--- config.mk ---
export PLATFORM = sky130hd
export DESIGN_NAME = instruction_fetch_queue_flat
export DESIGN_NICKNAME = d
export VERILOG_FILES = /design/src/rtl/instruction_fetch_queue_if.sv /design/src/rtl/instruction_fetch_queue.sv /design/src/flat_wrapper.sv
export SDC_FILE = /design/constraint.sdc
export NUM_CORES = 1
export LEC_CHECK = 0
export BUFFER_PORTS_ARGS = -buffer_cell sky130_fd_sc_hd__buf_2
export CAP_MARGIN = 25
export CORE_MARGIN = 8
export CORE_UTILIZATION = 55
export CTS_CLUSTER_DIAMETER = 60
export DETAILED_ROUTE_END_ITERATION = 16
export PLACE_DENSITY_LB_ADDON = 0.08
export SETUP_SLACK_MARGIN = 0.4
export SLEW_MARGIN = 10
export SYNTH_ARGS = -nofsm -noshare
export SYNTH_HDL_FRONTEND = slang
export SYNTH_SLANG_ARGS = --single-unit
--- constraint.sdc ---
create_clock -name clk_in -period 10.6 [get_ports clk_in]
set_clock_uncertainty 0.2 [all_clocks]
set_input_delay 1.06 -clock clk_in [delete_from_list [all_inputs] [get_ports clk_in]]
set_output_delay 1.06 -clock clk_in [all_outputs]
set_load 0.02 [all_outputs]
--- src/rtl/instruction_fetch_queue_if.sv ---
// Fetch-unit bundle: ICache request/response, predictor query, jalr resolve,
// RoB flush and the Dispatcher-facing instruction queue head.
interface instruction_fetch_queue_if #(
  parameter int unsigned IQ_WIDTH = 2
);
  logic                icache_query_en;
  logic [31:0]         icache_query_pc;
  logic                icache_data_en;
  logic [31:0]         icache_addr_comfirm;
  logic [31:0]         icache_data;
  logic                branch_predictor_query_en;
  logic [31:0]         predict_query_pc;
  logic                predict_result;
  logic                jalr_result_en;
  logic [31:0]         jalr_result;
  logic                flush_signal;
  logic [31:0]         correct_next_pc;
  logic                new_instruction_able;
  logic                new_instruction_en;
  logic [31:0]         new_instruction;
  logic [31:0]         new_pc;
  logic                new_predict_result;
  logic [IQ_WIDTH:0]   iq_count;

  modport master (
    output icache_query_en, icache_query_pc, branch_predictor_query_en, predict_query_pc,
           new_instruction_en, new_instruction, new_pc, new_predict_result, iq_count,
    input  icache_data_en, icache_addr_comfirm, icache_data, predict_result,
           jalr_result_en, jalr_result, flush_signal, correct_next_pc, new_instruction_able
  );

  modport slave (
    input  icache_query_en, icache_query_pc, branch_predictor_query_en, predict_query_pc,
           new_instruction_en, new_instruction, new_pc, new_predict_result, iq_count,
    output icache_data_en, icache_addr_comfirm, icache_data, predict_result,
           jalr_result_en, jalr_result, flush_signal, correct_next_pc, new_instruction_able
  );
endinterface

--- src/rtl/instruction_fetch_queue.sv ---
// RV32I fetch unit with a 2^IQ_WIDTH-entry instruction queue toward the Dispatcher.
// Define IFQ_BTFN_EN for static backward-taken/forward-not-taken branch prediction.
module instruction_fetch_queue #(
  parameter int unsigned IQ_WIDTH = 2,
  parameter logic [31:0] RESET_PC = 32'h0
) (
  input logic                       clk_in,
  input logic                       rst_n_in,
  input logic                       rdy_in,
  instruction_fetch_queue_if.master bus
);

  localparam int unsigned DEPTH = 1 << IQ_WIDTH;
  localparam int unsigned CW    = IQ_WIDTH + 1;

  localparam logic [6:0] OP_JAL    = 7'b1101111;
  localparam logic [6:0] OP_BRANCH = 7'b1100011;
  localparam logic [6:0] OP_JALR   = 7'b1100111;

  typedef enum logic {FETCH, WAIT_JALR} state_t;

  typedef struct packed {
    logic [31:0] instr;
    logic [31:0] pc;
    logic        pred;
  } entry_t;

  state_t                state_q, state_d;
  logic [31:0]           pc_q, pc_d;
  logic [IQ_WIDTH-1:0]   head_q, head_d;
  logic [IQ_WIDTH-1:0]   tail_q, tail_d;
  logic [CW-1:0]         count_q, count_d;
  logic                  drop_q, drop_d;
  logic                  qen_q, qen_d;
  logic [31:0]           qpc_q, qpc_d;
  entry_t                mem_q [DEPTH];

  logic                  enq;
  logic                  deq;
  entry_t                enq_entry;
  logic                  accept;

  logic [6:0]            opcode;
  logic [31:0]           j_imm;
  logic [31:0]           b_imm;
  logic                  is_branch;
  logic                  is_jalr;
  logic                  br_taken;
  logic                  stored_pred;
  logic [31:0]           next_pc;

  // Decode of the arriving word: immediates, prediction and successor PC
  always_comb begin
    opcode    = bus.icache_data[6:0];
    j_imm     = {{12{bus.icache_data[31]}}, bus.icache_data[19:12], bus.icache_data[20],
                 bus.icache_data[30:21], 1'b0};
    b_imm     = {{20{bus.icache_data[31]}}, bus.icache_data[7], bus.icache_data[30:25],
                 bus.icache_data[11:8], 1'b0};
    is_branch = (opcode == OP_BRANCH);
    is_jalr   = (opcode == OP_JALR);
`ifdef IFQ_BTFN_EN
    br_taken  = b_imm[31];
`else
    br_taken  = bus.predict_result;
`endif
    stored_pred = is_branch && br_taken;
    next_pc     = qpc_q + 32'd4;
    if (opcode == OP_JAL) begin
      next_pc = qpc_q + j_imm;
    end else if (is_branch && br_taken) begin
      next_pc = qpc_q + b_imm;
    end
  end

  assign accept = qen_q && bus.icache_data_en && !drop_q &&
                  (bus.icache_addr_comfirm == qpc_q);

  // Next-state and queue-pointer logic
  always_comb begin
    state_d   = state_q;
    pc_d      = pc_q;
    head_d    = head_q;
    tail_d    = tail_q;
    count_d   = count_q;
    drop_d    = drop_q;
    qen_d     = qen_q;
    qpc_d     = qpc_q;
    enq       = 1'b0;
    deq       = 1'b0;
    enq_entry = '0;

    if (rdy_in) begin
      if (bus.flush_signal) begin
        // An outstanding request whose response is not here yet must be swallowed later
        state_d = FETCH;
        pc_d    = bus.correct_next_pc;
        qpc_d   = bus.correct_next_pc;
        qen_d   = 1'b0;
        head_d  = '0;
        tail_d  = '0;
        count_d = '0;
        drop_d  = (drop_q || qen_q) && !bus.icache_data_en;
      end else begin
        deq = (count_q != '0) && bus.new_instruction_able;
        enq = accept;
        if (bus.icache_data_en) begin
          drop_d = 1'b0;
        end
        if (enq) begin
          enq_entry = '{instr: bus.icache_data, pc: qpc_q, pred: stored_pred};
          tail_d    = tail_q + IQ_WIDTH'(1);
        end
        if (deq) begin
          head_d = head_q + IQ_WIDTH'(1);
        end
        count_d = count_q + CW'(enq) - CW'(deq);

        unique case (state_q)
          FETCH: begin
            if (accept) begin
              pc_d  = next_pc;
              qpc_d = next_pc;
              if (is_jalr) begin
                state_d = WAIT_JALR;
                qen_d   = 1'b0;
              end else begin
                qen_d = (count_d < CW'(DEPTH));
              end
            end else if (!qen_q && !drop_q && (count_q < CW'(DEPTH))) begin
              qen_d = 1'b1;
              qpc_d = pc_q;
            end
          end
          WAIT_JALR: begin
            if (bus.jalr_result_en) begin
              pc_d    = bus.jalr_result & ~32'd1;
              state_d = FETCH;
            end
          end
          default: state_d = FETCH;
        endcase
      end
    end
  end

  always_ff @(posedge clk_in or negedge rst_n_in) begin
    if (!rst_n_in) begin
      state_q <= FETCH;
      pc_q    <= RESET_PC;
      head_q  <= '0;
      tail_q  <= '0;
      count_q <= '0;
      drop_q  <= 1'b0;
      qen_q   <= 1'b0;
      qpc_q   <= RESET_PC;
    end else begin
      state_q <= state_d;
      pc_q    <= pc_d;
      head_q  <= head_d;
      tail_q  <= tail_d;
      count_q <= count_d;
      drop_q  <= drop_d;
      qen_q   <= qen_d;
      qpc_q   <= qpc_d;
    end
  end

  // Queue storage
  always_ff @(posedge clk_in or negedge rst_n_in) begin
    if (!rst_n_in) begin
      for (int i = 0; i < int'(DEPTH); i++) begin
        mem_q[i] <= '0;
      end
    end else if (enq) begin
      mem_q[tail_q] <= enq_entry;
    end
  end

  assign bus.icache_query_en    = qen_q;
  assign bus.icache_query_pc    = qpc_q;
  assign bus.predict_query_pc   = qpc_q;
  assign bus.iq_count           = count_q;
  assign bus.new_instruction_en = (count_q != '0);
  assign bus.new_instruction    = bus.new_instruction_en ? mem_q[head_q].instr : 32'd0;
  assign bus.new_pc             = bus.new_instruction_en ? mem_q[head_q].pc : 32'd0;
  assign bus.new_predict_result = bus.new_instruction_en && mem_q[head_q].pred;

`ifdef IFQ_BTFN_EN
  logic unused_predict;
  assign unused_predict                = bus.predict_result;
  assign bus.branch_predictor_query_en = 1'b0;
`else
  assign bus.branch_predictor_query_en = qen_q;
`endif

endmodule

--- src/flat_wrapper.sv ---
// flat-port wrapper written by rule: the top's interface ports become plain ports
module instruction_fetch_queue_flat 
#(
  parameter int unsigned IQ_WIDTH = 2,
  parameter logic [31:0] RESET_PC = 32'h0
)
  (clk_in, rst_n_in, rdy_in, bus_icache_query_en, bus_icache_query_pc, bus_branch_predictor_query_en, bus_predict_query_pc, bus_new_instruction_en, bus_new_instruction, bus_new_pc, bus_new_predict_result, bus_iq_count, bus_icache_data_en, bus_icache_addr_comfirm, bus_icache_data, bus_predict_result, bus_jalr_result_en, bus_jalr_result, bus_flush_signal, bus_correct_next_pc, bus_new_instruction_able);
  instruction_fetch_queue_if #(.IQ_WIDTH(IQ_WIDTH)) bus_i ();
  input logic clk_in;
  input logic rst_n_in;
  input logic rdy_in;
  output wire logic [$bits(bus_i.icache_query_en)-1:0] bus_icache_query_en;
  output wire logic [$bits(bus_i.icache_query_pc)-1:0] bus_icache_query_pc;
  output wire logic [$bits(bus_i.branch_predictor_query_en)-1:0] bus_branch_predictor_query_en;
  output wire logic [$bits(bus_i.predict_query_pc)-1:0] bus_predict_query_pc;
  output wire logic [$bits(bus_i.new_instruction_en)-1:0] bus_new_instruction_en;
  output wire logic [$bits(bus_i.new_instruction)-1:0] bus_new_instruction;
  output wire logic [$bits(bus_i.new_pc)-1:0] bus_new_pc;
  output wire logic [$bits(bus_i.new_predict_result)-1:0] bus_new_predict_result;
  output wire logic [$bits(bus_i.iq_count)-1:0] bus_iq_count;
  input wire logic [$bits(bus_i.icache_data_en)-1:0] bus_icache_data_en;
  input wire logic [$bits(bus_i.icache_addr_comfirm)-1:0] bus_icache_addr_comfirm;
  input wire logic [$bits(bus_i.icache_data)-1:0] bus_icache_data;
  input wire logic [$bits(bus_i.predict_result)-1:0] bus_predict_result;
  input wire logic [$bits(bus_i.jalr_result_en)-1:0] bus_jalr_result_en;
  input wire logic [$bits(bus_i.jalr_result)-1:0] bus_jalr_result;
  input wire logic [$bits(bus_i.flush_signal)-1:0] bus_flush_signal;
  input wire logic [$bits(bus_i.correct_next_pc)-1:0] bus_correct_next_pc;
  input wire logic [$bits(bus_i.new_instruction_able)-1:0] bus_new_instruction_able;
  assign bus_icache_query_en = bus_i.icache_query_en;
  assign bus_icache_query_pc = bus_i.icache_query_pc;
  assign bus_branch_predictor_query_en = bus_i.branch_predictor_query_en;
  assign bus_predict_query_pc = bus_i.predict_query_pc;
  assign bus_new_instruction_en = bus_i.new_instruction_en;
  assign bus_new_instruction = bus_i.new_instruction;
  assign bus_new_pc = bus_i.new_pc;
  assign bus_new_predict_result = bus_i.new_predict_result;
  assign bus_iq_count = bus_i.iq_count;
  assign bus_i.icache_data_en = bus_icache_data_en;
  assign bus_i.icache_addr_comfirm = bus_icache_addr_comfirm;
  assign bus_i.icache_data = bus_icache_data;
  assign bus_i.predict_result = bus_predict_result;
  assign bus_i.jalr_result_en = bus_jalr_result_en;
  assign bus_i.jalr_result = bus_jalr_result;
  assign bus_i.flush_signal = bus_flush_signal;
  assign bus_i.correct_next_pc = bus_correct_next_pc;
  assign bus_i.new_instruction_able = bus_new_instruction_able;
  instruction_fetch_queue #(.IQ_WIDTH(IQ_WIDTH), .RESET_PC(RESET_PC)) u_core (.clk_in(clk_in), .rst_n_in(rst_n_in), .rdy_in(rdy_in), .bus(bus_i));
endmodule
### Word level (Yosys, flattened, before mapping)

Cells that the tools add are included.

| word-level totals | value |
|---|---|
| logic and storage cells | 106 |
| bits of input ports | 136 |
| flip-flop bits (word level) | 334 |
| output and inout port bits | 135 |

| cells by class | value |
|---|---|
| reduce and logical (&&, ||, !) cells | 24 |
| bitwise gates (word level) | 3 |
| add/subtract/negate cells | 7 |
| mux-type cells | 40 |
| eq/ne operators | 7 |
| order comparisons | 5 |

Operator list:

| operator | number |
|---|---|
| $mux W65 | 6 |
| $mux W32 | 11 |
| $bwmux W260 | 1 |
| $bmux W65 S2 | 1 |
| $demux W65 S2 | 1 |
| $add A32 B32 Y32 | 2 |
| $pmux W32 S2 | 1 |
| $add A32 B3 Y32 const B | 1 |
| $eq A32 B32 Y1 | 1 |
| $eq A7 B7 Y1 const B | 3 |
| $mux W1 | 13 |
| $logic_and A1 B1 Y1 | 10 |
| $mux W2 | 4 |
| $ge A3 B3 Y1 const B | 2 |
| $lt A3 B3 Y1 const B | 2 |
| $not A2 Y3 | 2 |
| $reduce_and A2 Y1 | 3 |
| $reduce_and A3 Y1 | 2 |
| $reduce_bool A2 Y1 | 3 |
| $reduce_bool A3 Y1 | 2 |
| $add A2 B1 Y2 const B | 2 |
| $add A3 B1 Y3 | 1 |
| $logic_not A1 Y1 | 3 |
| $lt A3 B1 Y1 const B | 1 |
| other kinds (8) | 8 |

### Longest topological paths before layout

Gate-level depths: netlist of run 1.

| depth | value |
|---|---|
| depth in word-level cells | 10 |
| mapped depth | 15 |
| mapped depth without buffers | 13 |

### Worst setup path before layout of run 1

No wires, ideal clock.

| path | value |
|---|---|
| path kind | input-to-reg |
| start point | in bus_icache_addr_comfirm[29] |
| end point | reg u_core.qen_q, in the netlist u_core.bus.branch_predictor_query_en |
| data arrival time | 3.916 ns |
| data required time | 10.336 ns |
| path slack | 6.419 ns |
| cell stages on the path | 13 |
| setup time | 0.064 ns |
| buffers on the path | 1 |
| path through | xnor2_1 nand4_1 or4_1 nor4_4 buf_2 ha_1 inv_1 fa_1 xor2_1 xnor2_1 nand2_1 a211oi_1 a21o_1 |

| between the ends | value |
|---|---|
| word-level cells in the longest chain between the ends | 9 |
| elaborated cells on any way between the ends | 11 |
| those cells by class | 2 x add/sub; 1 x order compare; 1 x eq/ne; 4 x mux; 3 x reduce/logical |

RTL lines:

| what | line | text |
|---|---|---|
| from (decl) | flat_wrapper.sv:22 | `input wire logic [$bits(bus_i.icache_addr_comfirm)-1:0] bus_icache_addr_comfirm;` |
| $eq A32 B32 Y1 (*) | instruction_fetch_queue.sv:76 | `(bus.icache_addr_comfirm == qpc_q);` |
| $logic_and A1 B1 Y1 (*) | instruction_fetch_queue.sv:75 | `assign accept = qen_q && bus.icache_data_en && !drop_q &&` |
| $add A3 B1 Y3 | instruction_fetch_queue.sv:116 | `count_d = count_q + CW'(enq) - CW'(deq);` |
| $sub A3 B1 Y3 | instruction_fetch_queue.sv:116 |  |
| $lt A3 B3 Y1 | instruction_fetch_queue.sv:127 | `qen_d = (count_d < CW'(DEPTH));` |
| $mux W1 | instruction_fetch_queue.sv:123 | `if (is_jalr) begin` |
| $mux W1 | instruction_fetch_queue.sv:120 | `if (accept) begin` |
| $mux W1 | instruction_fetch_queue.sv:118 | `unique case (state_q)` |
| $mux W1 | instruction_fetch_queue.sv:93 | `if (bus.flush_signal) begin` |
| to (signal assigned) | instruction_fetch_queue.sv:163 | `qen_q <= qen_d;` |
| to (decl) | instruction_fetch_queue.sv:34 | `logic qen_q, qen_d;` |

Every way passes the cells marked *; elsewhere a longest branch is shown, timed or not. The select of a mux whose other input is x is not followed.
A chain may end at the register's enable or synchronous reset.

### Worst setup path after layout of run 1

| path | value |
|---|---|
| start point | reg u_core.qpc_q[3], in the netlist u_core.bus.icache_query_pc[3] |
| end point | reg u_core.qpc_q[22], in the netlist u_core.bus.icache_query_pc[22] |

| between the ends | value |
|---|---|
| word-level cells in the longest chain between the ends | 6 |
| elaborated cells on any way between the ends | 12 |
| those cells by class | 3 x add/sub; 1 x eq/ne; 5 x mux; 3 x reduce/logical |

RTL lines:

| what | line | text |
|---|---|---|
| from (decl) | instruction_fetch_queue.sv:35 | `logic [31:0] qpc_q, qpc_d;` |
| from (signal assigned) | instruction_fetch_queue.sv:164 | `qpc_q <= qpc_d;` |
| $add A32 B3 Y32 or $add A32 B32 Y32 (tied branches) | instruction_fetch_queue.sv:67, instruction_fetch_queue.sv:71 |  |
| $mux W32 | instruction_fetch_queue.sv:70 | `end else if (is_branch && br_taken) begin` |
| $mux W32 | instruction_fetch_queue.sv:68 | `if (opcode == OP_JAL) begin` |
| $mux W32 | instruction_fetch_queue.sv:120 |  |
| $mux W32 | instruction_fetch_queue.sv:118 |  |
| $mux W32 | instruction_fetch_queue.sv:93 |  |

Parallel ways exist; a longest one is shown, timed or not. The select of a mux whose other input is x is not followed.

==> results of run 1 <==
-- worst min-delay path by stage --
stage / start / end / depth (start not counted) / slack [ps]
6_report: u_core.pc_q[10]$_DFFE_PN0P_ / u_core.pc_q[10]$_DFFE_PN0P_ / 2 / 270
5_1_grt: u_core.mem_q[68]$_DFFE_PN0P_ / u_core.mem_q[68]$_DFFE_PN0P_ / 2 / 300
4_1_cts: u_core.pc_q[8]$_DFFE_PN0P_ / u_core.pc_q[8]$_DFFE_PN0P_ / 2 / 270
3_5_place_dp: u_core.pc_q[10]$_DFFE_PN0P_ / u_core.pc_q[10]$_DFFE_PN0P_ / 2 / 260
3_3_place_gp: u_core.pc_q[10]$_DFFE_PN0P_ / u_core.pc_q[10]$_DFFE_PN0P_ / 2 / 250
2_1_floorplan: u_core.pc_q[10]$_DFFE_PN0P_ / u_core.pc_q[10]$_DFFE_PN0P_ / 2 / 240
-- metal layers --
metal,vias to the layer above,global-route usage,part of all wire
li1,7275,-,-
met4,0,0.0988,0.038
met2,778,0.444,0.44
met5,-,0,0
met1,8229,0.423,0.44
met3,126,0.0540,0.082
-- kinds of logic after synthesis --
group | count (synthesis) | synth area share
xor+xnor | 76 | 0.0313
simple gates | 499 | 0.122
compound gates | 432 | 0.126
mux | 324 | 0.244
fa+ha+maj | 53 | 0.0322
flops | 334 | 0.392
buf+inv | 211 | 0.0529
-- through the flow --
| step | hold slack [ps] | power (W) | instance area [µm²] |
|---|---|---|---|
| after global placement | 252 | 0.00320 | 22500 |
| final | 269 | 0.00458 | 23800 |
| after global routing | 300 | 0.00481 | 23800 |
| after CTS | 271 | 0.00459 | 23800 |
| after detailed placement | 258 | 0.00322 | 22500 |
| after floorplan | 241 | 0.00266 | 21300 |
-- area by class of cell --
class | count | area, µm² | share of cell area
inverters | 31 | 116 | 0.00488
multi-input cells | 1384 | 11800 | 0.496
well taps | 518 | 648 | 0.0272
flip-flops and latches | 334 | 8370 | 0.351
repair buffers | 295 | 1580 | 0.0665
clock inverters | 10 | 140 | 0.00588
clock buffers | 59 | 1140 | 0.0480
-- power by group --
| group | internal (W) | total, W | switching, W |
|---|---|---|---|
| Clock | 0.000820 | 0.00137 | 0.000545 |
| Sequential | 0.00135 | 0.00162 | 0.000275 |
| Combinational | 0.000580 | 0.00160 | 0.00102 |
| Total | 0.00275 | 0.00458 | 0.00183 |
-- sequential cells by signal, indices dropped and copies added, names as in the netlist --
name,cells
u_core.drop_q,1
u_core.bus.iq_count,3
u_core.bus.branch_predictor_query_en,1
u_core.mem_q,260
u_core.tail_q,2
u_core.head_q,2
u_core.bus.icache_query_pc,32
u_core.state_q,1
u_core.pc_q,32
-- cells in the final DEF (no fill, tap or decap), types with 15 or more instances in the layout --
cell type / instances
and3_1: 18
o211ai_1: 19
a31oi_1: 18
a21oi_1: 114
ha_1: 50
nand2b_1: 18
o21ai_0: 121
nor3_1: 17
nand3_1: 35
xnor2_1: 44
inv_1: 30
nor2b_1: 20
dfrtp_1: 332
nand4_1: 15
buf_4: 24
nand2_1: 150
clkbuf_16: 41
xor2_1: 32
and2_1: 71
mux2i_1: 21
a21o_1: 26
buf_2: 268
a211oi_1: 19
mux4_2: 65
nor2_1: 89
mux2_4: 224
-- worst max-delay path, cell delays in order (launching register included) --
cell and delay, ps:
dfrtp_1 870, ha_1 410, o21ai_0 230, o21bai_1 140
a311oi_1 670, o211ai_1 300, a31oi_1 640, o211ai_1 220
o21ai_0 180, a2bb2oi_1 430, mux2i_1 140, a21oi_1 170
-- synthesized netlist by cell type (all sizes together) (6+ instances only) --
library cell  count
nand3b           12
o211ai           19
mux2i            21
buf              91
o21ai           137
nand2b           18
o21a              8
nand4            15
nor4             10
clkbuf           89
and3             18
nand2           154
mux4             65
dfrtp           334
nor2b            20
nor2             92
a21oi           115
inv              31
xor2             32
xnor2            44
mux2            238
and4              7
a22oi            11
a211oi           19
o21bai            6
a21o             26
o22ai            12
nand3            35
o31ai            11
nor3             18
and2             73
a221oi            6
a221o            12
a31oi            18
ha               50
or3              11
==> summary.md, run 1 <==
The net count of the finished layout is 2275. Highest ir drop seen on vdd: 0.225 mV. At the later pin of the worst-skew pair, clock insertion delay measures 550 ps. The synthesized net count was 2118. In this run the critical register-to-register path is captured at u_core.bus.icache_query_pc[22]$_DFFE_PN0P_. The tools report the start point of the critical path as u_core.bus.icache_query_pc[3]$_DFFE_PN0P_. The flip-flop cell with the highest count after synthesis was dfrtp_1. The die covers 0.0453 mm².

The relative max-transition margin was 0.336; the reg-to-reg setup timing slack was 5900 ps. From bottom edge to top edge, the die measures 213 µm. The worst register-to-register path begins at u_core.bus.icache_query_pc[3]$_DFFE_PN0P_. The top cell type's share of synthesized area is 0.392, and the netlist area before placement is 0.0213 mm². The tools report the root buffer cell as clkbuf_16. The number of gates resized after CTS was 0. The number of flops mapped to enable cells by yosys is 0. The die is 213 µm wide. The initial antenna violation count is 0, and the register bit count reported by yosys is 334. Including well taps, the total number of placed cells is 2561. The worst endpoint data arrival time is 4970 ps, and the clock slew seen by the registers of the worst setup and hold paths is 60 ps. The detailed-routing iteration count for the pre-antenna-repair pass came out at 5. Setup total negative slack on the finished layout was measured at 0 ps. During I/O placement, the number of pins put on the boundary was 271. The area inside the core boundary is 0.0385 mm², and the number of cells traversed by the worst register-to-register path is 11.

The count of clock tree sinks was 334; the leakage dissipation was 11.8 nW. The HPWL after detailed placement came out at 45000 µm. The tools report the starting density of the core as 0.554. The run finished with clean final reports. Post-detailed-routing wire length: 66500 µm. The logs give 0.392 for the sequential cell area fraction in the yosys report and 72 for the total number of placement rows.

Relative to the synthesized area, the layout overhead comes to 11.9%. The finished layout holds 2631 standard cells, fillers aside. STA classifies the critical path endpoint as a flip-flop.

After synthesis, the netlist uses 86 different library cells. Max-cap violations in this run came to 0. The worst min-delay path category is flip-flop to flip-flop. The count of nets left with antenna violations once routing finished came out at 0.

Final worst-path cycle share: 0.443. The fraction of registers with async set or reset after synthesis is 1.00. In this run the tool buffered the top-level ports with 269 buffer cells. The total global routing track utilization came out at 0.294.

TritonCTS built the clock tree. The classification of the worst setup path was flip-flop to flip-flop. For this block, the initial DRC count from the detailed router was 1474. The average via count per standard cell was 6.24. The synthesized design spends more area on one cell type than any other, namely dfrtp_1. Summed over all layers, the global routing overflow is 0. Setup violations remaining at the end of the flow were counted as 0. Synthesis produced 1929 cells.

The longest clock path from root to sink contains 3 buffers. After detailed routing, the number of remaining DRC violations is 0. The routed layout has 16408 vias. The average cell area after synthesis was 11.0 µm². At the pin with the least slew margin, the transition time is 997 ps. Dividing total power by cell area gives a power density of 192 mW/mm². After detailed routing, the average wire length per cell comes to 25.3 µm. The worst setup path is launched from a flip-flop. Setup repair after global routing left no endpoint under its margin. The filler cells instantiated in the layout total 3165. The largest net degree at the start of global routing is 135.

After synthesis, the cell types taking the most area are dfrtp_1, mux2_4, mux4_2. In this run, CTS created clock tree buffers numbering 40. Once the clock tree was built, the setup fixing pass inserted 0 buffers. The worst path in the final design needs a cycle of 4700 ps, including I/O delays and setup. The required time at the worst-slack endpoint was 10870 ps; the Yosys warning count was 0.

The final hold violation count was 0; the largest fanout of any net on the critical path was 13. The first global-routing pass estimated 102000 µm of wire. Prior to clock tree synthesis, the placed netlist has a worst setup slack of 5660 ps. 0 antenna diodes ended up in the layout. The tools report the utilization after layout as 0.619. The H-tree was split into 2 levels. For the minimum setup slack in the final design, the log shows 5900 ps. The hold buffer count at cts was 0. Static timing analysis puts the maximum clock frequency at 213 MHz. The weighted congestion reported at the end of routability-driven placement came out at 0.979. Layout cell share with drive strength beyond 1: 0.322.

Following the worst setup path forward leads to its endpoint at u_core.bus.icache_query_pc[22]$_DFFE_PN0P_. The tools report the via count of the first global-routing pass as 16659. The tools report the max-slew violation count as 0.
Power figures use the tool's default switching activity.
==> inputs of run 2 (changes only) <==
Settings changed: CORE_UTILIZATION 55 to 54.
Clock period 10.6 ns to 4 ns, I/O delays scaled along.
==> run 2 against run 1 <==
Compared with the run above: largest cell class unchanged; cell area increased by 8.0%; clock power increased to 2.8 times the previous value; die area increased by 1.7%; first-iteration DRC count increased by 17%; worst setup slack got worse by 5400 ps.
==> summary.md, run 2 (synthesis results as in run 1) <==
The fill cell instance count of the final layout is 3053 (was 3165). The tools report the start point of the worst min-delay path as bus_correct_next_pc[10] (was u_core.pc_q[10]$_DFFE_PN0P_). For the finished layout, the period the worst path requires is 3540 ps.

The total global routing overflow was 0 (unchanged). The flow ran to the end, and the final reports show no timing, DRC or antenna violations. The area enclosed by the die boundary was 0.0461 mm² (was 0.0453 mm²); the final count of negative-setup-slack endpoints was 0 (unchanged). Area inside the core boundary: 0.0388 mm² (was 0.0385 mm²).

The depth of the CTS H-tree was 2 (unchanged). The summed negative setup slack over all endpoints is 0 ps (unchanged), and the count of clock tree sinks is 334 (unchanged). The tools report the post-route DRC violation count as 0 (unchanged). Required time at the worst-slack endpoint: 4210 ps (was 10870 ps). Port buffer count: 269 (unchanged). The post-detailed-routing wire length was 70100 µm (was 66500 µm). The achievable clock frequency was 283 MHz.

The largest net degree at the start of global routing is 84 (was 135). The run gives 16958 (was 16408) as the number of vias after detailed routing. For the via count of the first global-routing pass, the log shows 17337 (was 16659). TritonCTS buffer count: 40 (unchanged). The tools report the final antenna diode count as 0 (unchanged).

The tools report the worst hold path endpoint as u_core.pc_q[10]$_DFFE_PN0P_ (unchanged). The flip-flop count of the largest register, all copies and words added was 260 (unchanged). The critical path's largest stage delay works out to 550 ps (was 870 ps).

The power density of the placed cells works out to 513 mW/mm² (was 192 mW/mm²). Setup repair after global routing could not meet its margin everywhere. The register with the most flip-flops was u_core.mem_q (unchanged). The wire length per cell after detailed routing was 25.1 µm (was 25.3 µm).

The width of the die is 215 µm (was 213 µm), and the total number of placement rows is 72 (unchanged). The footprint of the multi-input gates is 0.0122 mm² (was 0.0118 mm²). Commonest non-fill, non-tap cells in the layout: dfrtp_1, buf_2, mux2_4 (unchanged). The average via count per standard cell was 6.08 (was 6.24); the number of DRC markers after the initial detailed-route iteration was 1728 (was 1474). The classification of the worst setup path was input port to flip-flop (was flip-flop to flip-flop). The tools report the weighted congestion reported at the end of routability-driven placement as 0.992 (was 0.979). The tools report the max-slew violation count as 0 (unchanged). The worst min-delay path category was input port to flip-flop (was flip-flop to flip-flop). The height of the die came out at 215 µm (was 213 µm). Leakage dissipation: 12.7 nW (was 11.8 nW). The relative max-transition margin is 0.456 (was 0.336). The largest fanout of any net on the critical path works out to 5 (was 13). The number of cells traversed by the worst register-to-register path came out at 12 (was 11).

For the count of boundary I/O pins, the log shows 271 (unchanged). The maximum clock path buffer count is 3 (unchanged), and the clock slew seen by the registers of the worst setup and hold paths is 60 ps (about the same). The register area came out at 0.00839 mm² (was 0.00837 mm²). The family with the most delay on the worst path was compound AO/OA/AOI/OAI gates (unchanged).

The worst slack at placement is 96.2 ps (was 5660 ps). The most common cell after layout, fill and taps aside was dfrtp_1 (unchanged). The number of buffers and inverters on the critical path was 4 (was 0); the clock latency of the later-clocked register in the worst-skew pair was 560 ps (was 550 ps). The HPWL after detailed placement was 49100 µm (was 45000 µm); the total global routing track utilization was 0.296 (was 0.294). The run gives 465 ps (was 5900 ps) as the minimum setup slack in the final design. Critical-path cell list: dlygate4sd3_1 -> buf_2 -> ha_1 -> and4_4 -> and2_0 -> a311oi_2 -> buf_4 -> o211ai_1 -> buf_4 -> nand2_1 -> nor2_1 -> a21oi_1 -> mux2i_1 -> o21ai_1 -> a31oi_1 (was ha_1 -> o21ai_0 -> o21bai_1 -> a311oi_1 -> o211ai_1 -> a31oi_1 -> o211ai_1 -> o21ai_0 -> a2bb2oi_1 -> mux2i_1 -> a21oi_1).

Reg-to-reg setup timing slack: 470 ps (was 5900 ps). Cell seen most often among critical-path stages: buf_4. The launching element type of the critical path is an input port (was a flip-flop).

The critical path's slowest cell is dlygate4sd3_1 (was dfrtp_1). Detailed-routing iteration count for the pre-antenna-repair pass: 6 (was 5). The endpoint class of the critical path is a flip-flop (unchanged).

The initial antenna violation count is 1 (was 0), and the max-capacitance violation count is 0 (unchanged). The final hold violation count was 0 (unchanged). The layout cell share with drive strength beyond 1 is 0.380 (was 0.322), and the area growth from synthesis to layout is 20.9% (was 11.9%). Final worst-path cycle share: 0.884. The pin slew with the least headroom to its limit was 816 ps (was 997 ps); the remaining number of nets flagged by the antenna check after routing was 0 (unchanged).

TritonCTS built the clock tree. The wire length of the first global-routing pass is 107000 µm (was 102000 µm). Terminus of the critical flop-to-flop path: u_core.mem_q[232]$_DFFE_PN0P_ (was u_core.bus.icache_query_pc[22]$_DFFE_PN0P_). The worst reg2reg path startpoint is u_core.bus.icache_query_pc[3]$_DFFE_PN0P_ (unchanged). Starting density of the core: 0.549 (was 0.554).

The final net count is 2431 (was 2275). Highest ir drop seen on vdd: 0.796 mV (was 0.225 mV). The root buffer cell was clkbuf_16 (unchanged). The cell depth of the worst hold path came out at 3 (was 2). The tools report the worst endpoint data arrival time as 3750 ps (was 4970 ps).
## run 2: changes by cell type in the layout (fill, tap and decap cells not counted), moves of 5 or more
cell | before | now
buf_4 | 24 | 115
ha_1 | 50 | 40
buf_12 | 1 | 8
xnor2_2 | 0 | 7
ha_4 | 0 | 6
a21oi_1 | 114 | 108
dlygate4sd3_1 | 0 | 57
dfrtp_1 | 332 | 313
xnor2_1 | 44 | 35
clkbuf_1 | 13 | 5
dfrtp_2 | 0 | 19
o21ai_0 | 121 | 115
o21ai_1 | 13 | 18
## run 2: timing repair
| item | CTS | global route |
|---|---|---|
| pin swaps | 3 | 20 |
| hold buffers | 57 | 0 |
| resized for setup | 12 | 68 |
| gates cloned | 0 | 0 |
| hold endpoints to repair | 210 | 0 |
| setup endpoints to repair | 129 | 138 |
| buffers inserted | 3 | 16 |
## run 2: how the worst max path moves through the flow
stage,from,endpoint,cells after the start
global route,bus_icache_data[24],u_core.pc_q[26]$_DFFE_PN0P_,16
finish,bus_icache_data[28],u_core.pc_q[30]$_DFFE_PN0P_,15
CTS,u_core.bus.icache_query_pc[2]$_DFFE_PN0P_,u_core.bus.icache_query_pc[20]$_DFFE_PN0P_,14
detailed placement,bus_icache_data[27],u_core.bus.icache_query_pc[20]$_DFFE_PN0P_,15
floorplan,u_core.bus.icache_query_pc[16]$_DFFE_PN0P_,u_core.bus.branch_predictor_query_en$_DFFE_PN0P_,14
global placement,bus_icache_data[27],u_core.bus.icache_query_pc[20]$_DFFE_PN0P_,15
## run 2: worst reg2reg max path: cells and delay by family, from the launching register on
family / cells / cell delay, ps
XOR/XNOR: 1 / 150
buffers and inverters: 3 / 590
flip-flops: 1 / 480
multiplexers: 1 / 470
AND/OR/NAND/NOR: 7 / 1540
## run 2: cell type report
cell class,count,share of cell area
Clock buffer,53,0.0443
Clock inverter,20,0.0101
Inverter,31,0.00452
Multi-Input combinational cell,1384,0.474
Sequential cell,334,0.326
Tap cell,518,0.0252
Timing Repair Buffer,451,0.116
## run 2: power by group
part           switching, W  total (W)  internal, W
combinational       0.00321    0.00525      0.00205
clock               0.00153    0.00388      0.00235
sequential         0.000472    0.00407      0.00359
## run 2: routing by layer
metal / share of wire / GRT usage
met3: 0.076 / 0.0625
met5: 0 / 0
met2: 0.44 / 0.446
met4: 0.031 / 0.0944
met1: 0.45 / 0.423
## run 2: stage by stage
stage	std cells	cell area (µm²)	utilization	hold slack [ps]	total power (W)
after global placement	2641	23300	0.599	246	0.00890
after detailed placement	2641	23300	0.599	243	0.00894
after CTS	2774	25300	0.651	1.72	0.0129
after floorplan	1929	21400	-	-95.6	0.00708
after global routing	2791	25700	0.663	11.7	0.0138
final	2791	25700	0.663	25.0	0.0132
